==> src/rtl/clock_pkg.sv <==
`default_nettype none
// ============================================================================
//  Module   : clock_pkg
//  Purpose  : Shared BCD constants and helpers for the clock/timer datapath.
//  Revision : 1.0  initial release
// ============================================================================
package clock_pkg;

  localparam int BCD_DIGIT_W    = 4;
  localparam int BCD_MAX        = 9;
  localparam int BCD_MAX_DIGITS = 4;

  // Convert a non-negative integer to packed BCD, digit 0 in bits [3:0].
  function automatic logic [15:0] int_to_bcd(input int value);
    int          v;
    logic [15:0] r;
    v = value;
    r = '0;
    for (int i = 0; i < BCD_MAX_DIGITS; i++) begin
      r[i*BCD_DIGIT_W +: BCD_DIGIT_W] = 4'(v % 10);
      v = v / 10;
    end
    return r;
  endfunction

  // True when each of the low 'digits' nibbles holds a decimal digit.
  function automatic logic bcd_is_valid(input logic [15:0] value, input int digits);
    logic ok;
    ok = 1'b1;
    for (int i = 0; i < BCD_MAX_DIGITS; i++) begin
      if (i < digits && value[i*BCD_DIGIT_W +: BCD_DIGIT_W] > 4'(BCD_MAX)) begin
        ok = 1'b0;
      end
    end
    return ok;
  endfunction

endpackage
`default_nettype wire

==> src/rtl/bcd_counter_mod_digit.sv <==
`default_nettype none
// ============================================================================
//  Module   : bcd_digit
//  Purpose  : One combinational BCD digit stage: increments or decrements a
//             digit when enabled and flags the roll-over to the next stage.
//  Revision : 1.0  initial release
// ============================================================================
module bcd_digit
  import clock_pkg::*;
(
  input  logic [BCD_DIGIT_W-1:0] digit,
  input  logic                   up,
  input  logic                   cin,
  output logic [BCD_DIGIT_W-1:0] next_digit,
  output logic                   cout
);

  // Step the digit up (9 -> 0) or down (0 -> 9), rolling out on wrap.
  always_comb begin
    next_digit = digit;
    cout       = 1'b0;
    if (cin) begin
      if (up) begin
        if (digit >= 4'(BCD_MAX)) begin
          next_digit = '0;
          cout       = 1'b1;
        end else begin
          next_digit = digit + 4'd1;
        end
      end else begin
        if (digit == '0) begin
          next_digit = 4'(BCD_MAX);
          cout       = 1'b1;
        end else begin
          next_digit = digit - 4'd1;
        end
      end
    end
  end

endmodule
`default_nettype wire

==> src/rtl/bcd_counter_mod.sv <==
`default_nettype none
// ============================================================================
//  Module   : bcd_counter_mod
//  Purpose  : Parametrised up/down BCD modulo counter with clear, validated
//             load and registered carry/borrow/load-error pulses.
//  Revision : 1.0  initial release
// ============================================================================
module bcd_counter_mod
  import clock_pkg::*;
#(
  parameter int DIGITS  = 2,
  parameter int MODULUS = 60
) (
  input  logic                        clk,
  input  logic                        reset_n,
  input  logic                        clk_time,
  input  logic                        up_down,
  input  logic                        clear,
  input  logic                        load,
  input  logic [BCD_DIGIT_W*DIGITS-1:0] load_bcd,
  output logic [BCD_DIGIT_W*DIGITS-1:0] count_bcd,
  output logic                        carry,
  output logic                        borrow,
  output logic                        at_zero,
  output logic                        load_err
);

  localparam int W = BCD_DIGIT_W * DIGITS;

  // Largest count value as a BCD constant; upper digits are zero because
  // MODULUS-1 always fits in DIGITS decimal digits.
  localparam logic [15:0]  c_max_full = int_to_bcd(MODULUS - 1);
  localparam logic [W-1:0] c_max_bcd  = c_max_full[W-1:0];

  if (DIGITS < 1 || DIGITS > BCD_MAX_DIGITS ||
      MODULUS < 2 || MODULUS > 10**DIGITS) begin : g_param_error
    $error("bcd_counter_mod: illegal DIGITS=%0d / MODULUS=%0d", DIGITS, MODULUS);
  end

  logic [W-1:0]    r_count;
  logic            r_carry;
  logic            r_borrow;
  logic            r_load_err;
  logic [W-1:0]    w_step;
  logic [DIGITS:0] w_cin;
  logic [15:0]     w_load_ext;
  logic            w_load_ok;
  logic            w_wrap;

  // The ripple chain is always enabled; its result is used only on a tick.
  assign w_cin[0] = 1'b1;

  for (genvar i = 0; i < DIGITS; i++) begin : g_digit
    bcd_digit u_digit (
      .digit      (r_count[i*BCD_DIGIT_W +: BCD_DIGIT_W]),
      .up         (up_down),
      .cin        (w_cin[i]),
      .next_digit (w_step[i*BCD_DIGIT_W +: BCD_DIGIT_W]),
      .cout       (w_cin[i+1])
    );
  end

  // Widen the load value so it can be compared with the 4-digit constant.
  always_comb begin
    w_load_ext        = '0;
    w_load_ext[W-1:0] = load_bcd;
  end

  // For valid BCD the binary ordering equals the decimal ordering, so a
  // direct compare against MODULUS-1 checks the range.
  assign w_load_ok = bcd_is_valid(w_load_ext, DIGITS) && (w_load_ext <= c_max_full);

  // Up wraps at MODULUS-1 (the top-digit roll-out covers MODULUS = 10^DIGITS);
  // down wraps exactly when the borrow ripples out of the top digit, i.e. at 0.
  assign w_wrap = up_down ? ((r_count == c_max_bcd) | w_cin[DIGITS]) : w_cin[DIGITS];

  // Count register and one-cycle status pulses; clear > load > tick.
  always_ff @(posedge clk or negedge reset_n) begin
    if (!reset_n) begin
      r_count    <= '0;
      r_carry    <= 1'b0;
      r_borrow   <= 1'b0;
      r_load_err <= 1'b0;
    end else begin
      r_carry    <= 1'b0;
      r_borrow   <= 1'b0;
      r_load_err <= 1'b0;
      if (clear) begin
        r_count <= '0;
      end else if (load) begin
        if (w_load_ok) begin
          r_count <= load_bcd;
        end else begin
          r_load_err <= 1'b1;
        end
      end else if (clk_time) begin
        if (w_wrap) begin
          if (up_down) begin
            r_count <= '0;
            r_carry <= 1'b1;
          end else begin
            r_count  <= c_max_bcd;
            r_borrow <= 1'b1;
          end
        end else begin
          r_count <= w_step;
        end
      end
    end
  end

  assign count_bcd = r_count;
  assign carry     = r_carry;
  assign borrow    = r_borrow;
  assign load_err  = r_load_err;
  assign at_zero   = (r_count == '0);

endmodule
`default_nettype wire

==> config.mk <==
export PLATFORM = sky130hd
export DESIGN_NAME = bcd_counter_mod
export DESIGN_NICKNAME = d
export VERILOG_FILES = /design/src/rtl/clock_pkg.sv /design/src/rtl/bcd_counter_mod_digit.sv /design/src/rtl/bcd_counter_mod.sv
export SDC_FILE = /design/constraint.sdc
export NUM_CORES = 1
export LEC_CHECK = 0
export CAP_MARGIN = 15
export CELL_PAD_IN_SITES_DETAIL_PLACEMENT = 0
export CELL_PAD_IN_SITES_GLOBAL_PLACEMENT = 1
export CORE_MARGIN = 3
export CORE_UTILIZATION = 33
export CTS_CLUSTER_SIZE = 25
export DETAILED_ROUTE_END_ITERATION = 12
export PLACE_DENSITY_LB_ADDON = 0.1
export SLEW_MARGIN = 20
export SYNTH_ARGS = -nofsm -noshare
export SYNTH_HDL_FRONTEND = slang
export SYNTH_HIERARCHICAL = 1
export SYNTH_SLANG_ARGS = --single-unit
==> constraint.sdc <==
create_clock -name clk -period 2.4 [get_ports clk]
set_clock_uncertainty 0.05 [all_clocks]
set_input_delay 0.24 -clock clk [delete_from_list [all_inputs] [get_ports clk]]
set_output_delay 0.24 -clock clk [all_outputs]
set_load 0.1 [all_outputs]
==> results of run 1 <==
==> metrics by stage <==
step                      area, um2  setup WS, ns  cells
after global routing           1730       -0.0729    233
after floorplan                1230        -0.143    142
after CTS                      1700       0.00196    232
final                          1730        0.0246    233
after global placement         1620        -0.117    224
after detailed placement       1620        -0.102    224
==> repair_timing <==
| action | 4_1_cts | 5_1_grt |
|---|---|---|
| pin swaps | 3 | 5 |
| setup endpoints to repair | 4 | 8 |
| gates resized for setup | 5 | 7 |
| setup buffers | 4 | 1 |
==> cell usage in the layout, fill, tap and decap left out, drive strengths merged, types with 3 or more instances in the layout <==
cell type      count
dfrtp             11
o21ai              5
clkdlybuf4s50     13
nand3              3
nor3               4
nand2              7
nor4b              3
o31ai              4
buf               35
or2                3
a21oi              5
a31oi              5
ha                 8
a221oi             3
a31o               4
clkbuf             4
nor2              18
inv               10
==> cell families after synthesis <==
family	count (synthesis)	share of synthesized area
AOI/OAI and AO/OA	47	0.308
muxes	1	0.00865
buffers and inverters	15	0.0638
DFF	11	0.238
other	1	0.00324
adders and majority gates	8	0.0865
and+or+nand+nor	58	0.292
==> layout make-up <==
type / instances / area share
clock buffer: 4 / 0.0152
inverter: 10 / 0.0260
multi-input combinational: 116 / 0.525
sequential: 11 / 0.166
tap: 44 / 0.0318
timing repair buffer: 48 / 0.236
==> critical path, cell delays in order (launching register included) <==
cell	delay, ns
dfrtp_4	0.50
inv_6	0.09
ha_4	0.13
or4b_4	0.46
a21boi_2	0.15
buf_6	0.14
o21ai_2	0.07
nor2_4	0.13
nor2_1	0.05
o31a_1	0.17
a221oi_2	0.23
nor3_1	0.08
==> Yosys cell counts, drive strengths merged (2+ instances only) <==
master and instances:
a211oi 2, inv 10, a31o 4, or4 2, or4b 2, a21boi 2, a31oi 5, a221oi 3
nand2b 2, a311o 2, nor3 4, nand3 3, o31ai 4, dfrtp 11, and2b 2, nor2 18
nand3b 2, nor3b 2, a2111oi 2, o21ai 5, ha 8, or2 3, nand2 7, a21oi 5
a221o 2, nor4b 3, buf 4, or3b 2
==> sequential cells by signal, indices dropped and copies added (netlist names) <==
| register | cells |
|---|---|
| count_bcd | 8 |
| borrow | 1 |
| carry | 1 |
| load_err | 1 |
==> metal layers <==
metal  vias to the layer above  wire length, um  global-route usage
li1                        638                -                   -
met1                       605             1710               0.263
met2                        41             1660               0.288
met3                         4              190              0.0188
met4                         0               26              0.0440
met5                         -                0                   0
==> power by group <==
part           internal (mW)  leakage (nW)  switching, mW
logic                  0.190         0.592          0.277
clock network         0.0642        0.0150         0.0635
registers              0.199         0.139         0.0168
==> how the worst max path moves through the flow <==
stage	startpoint	end	slack [ns]	cells after the start
floorplan	count_bcd[1]	count_bcd[5]	-0.14	11
detailed placement	up_down	count_bcd[6]	-0.10	9
CTS	count_bcd[1]	count_bcd[5]	0.002	11
global route	count_bcd[1]	count_bcd[5]	-0.07	11
global placement	up_down	count_bcd[6]	-0.12	9
finish	count_bcd[1]	count_bcd[2]	0.02	11
==> metrics.txt, run 1 <==
#FFs+latches synth=11; CTS tree=built; Reg clk slew, reported paths=0.07 ns; grt ovf=0; Die Area=4250 um2; Final nets=212; Residual DRC=0; area of the multi-input gates=908 um2; post-cts hold buffer count=0; Crit path required time=2.49 ns; io pins=26; Max FO, Critical Path=6; Starting DRT DRC Count=59; Root Buffer=clkbuf_4; # fillers=348; final worst path period need=2.38 ns; post-DR wirelength/cell=15.4 um; Netlist cell types=52; I/O Buffers=25; Setup TNS=0 ns; Max IR drop VDD=0.274 mV; via count=1288; Tightest Pin Transition=0.520 ns; largest net degree at the start of global routing=18; global-route usage over all layers=0.182; Worst R2R End=count_bcd[2]; first-pass GRT wire length=6.13 mm; Hold WC Path Type=in2async; DRT antenna net count=0; PD cells=468 nW/um2; RR Startpoint=count_bcd[1]; critical setup path kind=reg2reg; ys flop type=dfrtp_1; antenna violations before repair=0; Final Max Tran Viols=0; post-layout power=0.811 mW; outcome=completed; post-synth top area share=0.238; highest clock rate=421 MHz; final hold vios=0; H-Tree Depth=1; TritonCTS Buffers=3; Max Root-Sink Buffers=2; Synth Instances=141; Setup-failing EPs final=0; post-synthesis sequential area ratio=0.238; die height=65.2 um; Syn Std Cell Area=1160 um2; Die Span X=65.2 um; critical path arrival=2.47 ns; # rows=20; FF/Latch Area=288 um2; number of global-route vias before repair=1224; reg2reg setup slack=0.02 ns; core box area=3200 um2; routability-driven placement congestion ratio=0.824; share of cells above drive strength 1=0.392; later-pin clock latency in the skew report=0.26 ns; leading post-synthesis cells by cell area=dfrtp_1, ha_1, nor2_1; Initial Util=0.361; clock tree sinks=11; antenna cell count=0; via/cell ratio=5.53; RSZ-0062 raised after global routing=true; post-layout util=0.541; Critical Path Sink Type=flip-flop; YS warnings=6; syn avg cell area=8.21 um2; FFs w/ async S/R, synth=1.00; Max-slew headroom=0.652; worst reg2reg path depth=11; final wirelength=3.58 mm; fin crit share=0.990; critical path launch point type=flip-flop; Min Hold Slack=0.266 ns; static leakage=0.746 nW; DP HPWL=2.71 mm; area delta synth->final=49.6%; cell accounting for the most synthesized area=dfrtp_1; drt pass-1 iters=4; # Max-Cap Violations=0; Post-synth EDFFs=0
Note: power is estimated with default switching activity, not from simulation.
==> run 2: changes to the inputs <==
Settings changed: CORE_ASPECT_RATIO set to 1.5, CTS_CLUSTER_SIZE 25 to not set, SETUP_SLACK_MARGIN set to 0.3.
==> metrics.txt, run 2 (synthesis results as in run 1) <==
post-DR wirelength/cell=16.0 um (+3.9%); later-pin clock latency in the skew report=0.24 ns (-0.02 ns); critical path arrival=2.48 ns (about the same); static leakage=0.748 nW (+0.23%); largest net degree at the start of global routing=18 (unchanged); Critical Path Sink Type=flip-flop; final worst path period need=2.41 ns (+0.0363 ns); antenna cell count=0 (unchanged); final wirelength=3.64 mm (+1.7%); Residual DRC=0 (unchanged); die height=78.5 um (+20%); Reg clk slew, reported paths=0.05 ns (-0.02 ns); Starting DRT DRC Count=31 (-47%); drt pass-1 iters=4 (unchanged); CP Cell Sequence=inv_4 -> ha_4 -> or4b_4 -> a21boi_2 -> buf_6 -> o21ai_2 -> nor2_2 -> nor2_1 -> o31a_1 -> a221oi_2 -> nor3_1; critical path launch point type=flip-flop; Hold WC Path Type=in2async; most frequent cells in the layout=buf_4, nor2_1, clkdlybuf4s50_1, inv_1; max reg flops=8 (unchanged); I/O Buffers=25 (unchanged); post-layout power=0.873 mW (+7.7%); Max-slew headroom=0.634 (-0.0180); share of cells above drive strength 1=0.420 (+0.0287); DP HPWL=2.81 mm (+3.6%); Root Buffer=clkbuf_8; Tightest Pin Transition=0.547 ns (+0.0269 ns); Final Max Tran Viols=0 (unchanged); PD cells=495 nW/um2 (+5.7%); Setup TNS=-0.0165 ns (-0.0165 ns); routability-driven placement congestion ratio=0.769 (-6.7%); post-layout util=0.542 (+0.00168); Crit path required time=2.46 ns (-0.03 ns); # fillers=324 (-6.9%); Max IR drop VDD=0.330 mV (+20%); post-cts hold buffer count=0 (unchanged); outcome=finished, violations left; antenna violations before repair=0 (unchanged); number of global-route vias before repair=1250 (+2.1%); highest clock rate=415 MHz (-1.5%); RSZ-0062 raised after global routing=true; clock tree sinks=11 (unchanged); grt ovf=0 (unchanged); final hold vios=0 (unchanged); via count=1310 (+1.7%); Max FO, Critical Path=5 (-1); core box area=3250 um2 (+1.6%); Die Span X=54.4 um (-17%); Initial Util=0.356 (-0.00556); Die Area=4270 um2 (+0.35%); via/cell ratio=5.75 (+3.9%); Max Root-Sink Buffers=2 (unchanged); io pins=26 (unchanged); # Max-Cap Violations=0 (unchanged); first-pass GRT wire length=5.89 mm (-4.1%); Worst path max stage delay=0.49 ns (about the same); fin crit share=1.00 (+0.0151); failing checks=setup timing; DRT antenna net count=0 (unchanged); CTS tree=built; Final nets=211 (-0.47%); H-Tree Depth=1 (unchanged); Crit-path slowest cell=dfrtp_4; area delta synth->final=52.4%; TritonCTS Buffers=3 (unchanged); global-route usage over all layers=0.182 (+0.000308); # rows=25 (+25%); Setup-failing EPs final=2 (+2); critical setup path kind=reg2reg; commonest non-fill, non-tap cell in the layout=buf_4; Min Hold Slack=0.310 ns (+0.0445 ns); pre-CTS setup slack=-0.0944 ns (+0.00724 ns); worst setup margin=-0.0117 ns (-0.0363 ns)
## run 2: final timing paths
path	start	endpoint	slack, ns	cells past startpoint
worst max-delay path	count_bcd[1]	count_bcd[1]	-0.01	11
worst min-delay path	reset_n	count_bcd[0]	0.31	1
worst max register to register	count_bcd[1]	count_bcd[1]	-0.01	11
worst min register to register	count_bcd[2]	count_bcd[2]	0.60	2
max in group asynchronous	reset_n	count_bcd[1]	1.58	1
min in group clk	count_bcd[2]	count_bcd[2]	0.60	2
## run 2: routing by layer
layer | up-vias | global-route usage | wire [um]
li1 | 633 | - | -
met1 | 639 | 0.226 | 1440
met2 | 36 | 0.323 | 2020
met3 | 2 | 0.0342 | 169
met4 | 0 | 0.0200 | 7
met5 | - | 0 | 0
## run 2: stage by stage
stage                     std cells  cell area, um2
after global placement          219            1610
after global routing            228            1760
after floorplan                 142            1230
after CTS                       226            1730
after detailed placement        219            1610
final                           228            1760
## run 2: where the power goes
part / leakage [nW] / internal (mW) / total [mW] / switching [mW]
registers: 0.136 / 0.200 / 0.219 / 0.0188
clock network: 0.0228 / 0.117 / 0.185 / 0.0682
logic: 0.589 / 0.192 / 0.470 / 0.278
## run 2: final cells by class
type                       count  area, um2  area share
tap                           40       50.0      0.0284
sequential                    11        290       0.165
clock buffer                   4       45.0      0.0255
multi-input combinational    116        931       0.528
inverter                      10       42.5      0.0241
timing repair buffer          47        405       0.230
## run 2: timing repair
action                                  4_1_cts  5_1_grt
pin swaps                                     8       10
buffers inserted                              3        2
hold endpoints to repair                      0        0
endpoints found under the setup margin       10       11
gates resized for setup                      10        6
## run 2: critical path, delay by kind of cell (launching register included)
family / cells / cell delay (ns)
AO/OA/AOI/OAI: 4 / 0.63
AND/OR/NAND/NOR: 4 / 0.76
flip-flops: 1 / 0.49
buffers and inverters: 2 / 0.23
adder cells (fa/ha/maj): 1 / 0.13
==> run 3: changes to the inputs <==
Settings changed: CELL_PAD_IN_SITES_DETAIL_PLACEMENT 0 to not set, CELL_PAD_IN_SITES_GLOBAL_PLACEMENT 1 to not set, CORE_UTILIZATION 33 to 45, PLACE_DENSITY set to 0.75, PLACE_DENSITY_LB_ADDON 0.1 to not set.
==> metrics.txt, run 3 (synthesis results as in run 1) <==
Max FO, Critical Path=4 (-1); core box area=2340 um2 (-28%); Final nets=208 (-1.4%); CP Cell Sequence=inv_4 -> ha_4 -> or4b_4 -> a21boi_4 -> o21ai_2 -> nor2_2 -> buf_6 -> a21o_1 -> nor2_1 -> o31ai_1; antenna cell count=0 (unchanged); Crit-path slowest cell=dfrtp_4; post-layout util=0.714 (+0.171); Max IR drop VDD=0.326 mV (-1.3%); I/O Buffers=25 (unchanged); Starting DRT DRC Count=25 (-19%); DRT antenna net count=0 (unchanged); number of global-route vias before repair=1254 (+0.32%); most frequent cells in the layout=buf_4, nor2_1, clkdlybuf4s50_1, inv_1; Post-CTS Setup Bufs=0 (-3); via/cell ratio=6.12 (+6.5%); DP HPWL=2.71 mm (-3.4%); Final Max Tran Viols=0 (unchanged); Die Area=3230 um2 (-24%); drt pass-1 iters=4 (unchanged); grt ovf=0 (unchanged); Bufs and invs on worst path=2 (unchanged); Hold WC Path Type=in2async; post-layout power=0.795 mW (-8.9%); critical setup path kind=reg2reg; commonest non-fill, non-tap cell in the layout=buf_4; area delta synth->final=44.2%; Setup-failing EPs final=0 (-2); fin crit share=0.996 (-0.00894); H-Tree Depth=1 (unchanged); # Max-Cap Violations=0 (unchanged); critical path arrival=2.51 ns (+0.03 ns); RSZ-0062 raised after global routing=true; later-pin clock latency in the skew report=0.28 ns (+0.04 ns); # rows=21 (-16%); Root Buffer=clkbuf_4; Residual DRC=0 (unchanged); highest clock rate=418 MHz (+0.90%); post-DR wirelength/cell=16.2 um (+1.5%); routability-driven placement congestion ratio=0.901 (+17%); Reg clk slew, reported paths=0.08 ns (+0.03 ns); CP top delay family=simple AND/OR/NAND/NOR gates; Max Root-Sink Buffers=2 (unchanged); Tightest Pin Transition=0.517 ns (-0.0298 ns); PD cells=476 nW/um2 (-3.8%); final worst path period need=2.39 ns (-0.0215 ns); Max-slew headroom=0.654 (+0.0199); post-cts hold buffer count=0 (unchanged); outcome=completed; Initial Util=0.495 (+0.139); io pins=26 (unchanged); first-pass GRT wire length=5.51 mm (-6.4%); clock tree sinks=11 (unchanged); Critical Path Sink Type=flip-flop; antenna violations before repair=0 (unchanged); global-route usage over all layers=0.233 (+0.0512); static leakage=0.722 nW (-3.6%); CTS tree=built; via count=1273 (-2.8%); Crit path required time=2.52 ns (+0.06 ns); share of cells above drive strength 1=0.373 (-0.0472); largest net degree at the start of global routing=18 (unchanged); max reg flops=8 (unchanged); die height=68.1 um (-13%); TritonCTS Buffers=3 (unchanged); final wirelength=3.37 mm (-7.4%); final hold vios=0 (unchanged); critical path launch point type=flip-flop; Die Span X=47.4 um (-13%); Worst path max stage delay=0.51 ns (+0.02 ns)
run 3: worst paths after layout:
check,depth (start not counted),slack (ns),endpoint,startpoint
min reg2reg,1,0.64,count_bcd[7],count_bcd[7]
max in group asynchronous,1,1.66,count_bcd[0],reset_n
min,1,0.25,borrow,reset_n
max reg2reg,10,0.01,count_bcd[3],count_bcd[0]
min in group clk,3,0.56,count_bcd[4],load_bcd[4]
max,10,0.01,count_bcd[3],count_bcd[0]
run 3: cell type report:
class	instances	area, um2
Fill cell	208	669
Clock inverter	1	5.00
Multi-Input combinational cell	116	901
Sequential cell	11	290
Timing Repair Buffer	44	379
Tap cell	23	28.8
Clock buffer	3	22.5
Inverter	10	42.5
run 3: where the power goes:
| group | leakage, nW | internal (mW) | total [mW] | switching (mW) |
|---|---|---|---|---|
| clock network | 0.0177 | 0.0619 | 0.134 | 0.0725 |
| registers | 0.136 | 0.199 | 0.218 | 0.0182 |
| logic | 0.568 | 0.176 | 0.443 | 0.267 |
run 3: metal layers:
layer | vias to the layer above | part of all wire | track usage | wire length [um]
met2 | 40 | 0.53 | 0.406 | 1790
li1 | 632 | - | - | -
met5 | - | 0 | 0 | 0
met3 | 4 | 0.042 | 0.0132 | 140
met4 | 0 | 0.012 | 0.100 | 42
met1 | 597 | 0.42 | 0.284 | 1400
run 3: repair_timing:
| item | 4_1_cts | 5_1_grt |
|---|---|---|
| endpoints found under the hold margin | 0 | 0 |
| resized for setup | 4 | 4 |
| pin swaps | 1 | 1 |
| setup endpoints to repair | 11 | 10 |
run 3: stage by stage:
| step | setup TNS (ns) | instances | cell area [um2] | hold WS [ns] | setup slack, ns |
|---|---|---|---|---|---|
| floorplan | -0.540 | 142 | 1230 | -0.106 | -0.142 |
| global placement | -0.341 | 204 | 1600 | 0.556 | -0.0816 |
| detailed placement | -0.669 | 204 | 1600 | 0.570 | -0.155 |
| CTS | 0 | 208 | 1650 | 0.259 | 0.0217 |
| global route | -0.562 | 208 | 1670 | 0.270 | -0.0928 |
| finish | 0 | 208 | 1670 | 0.247 | 0.00974 |
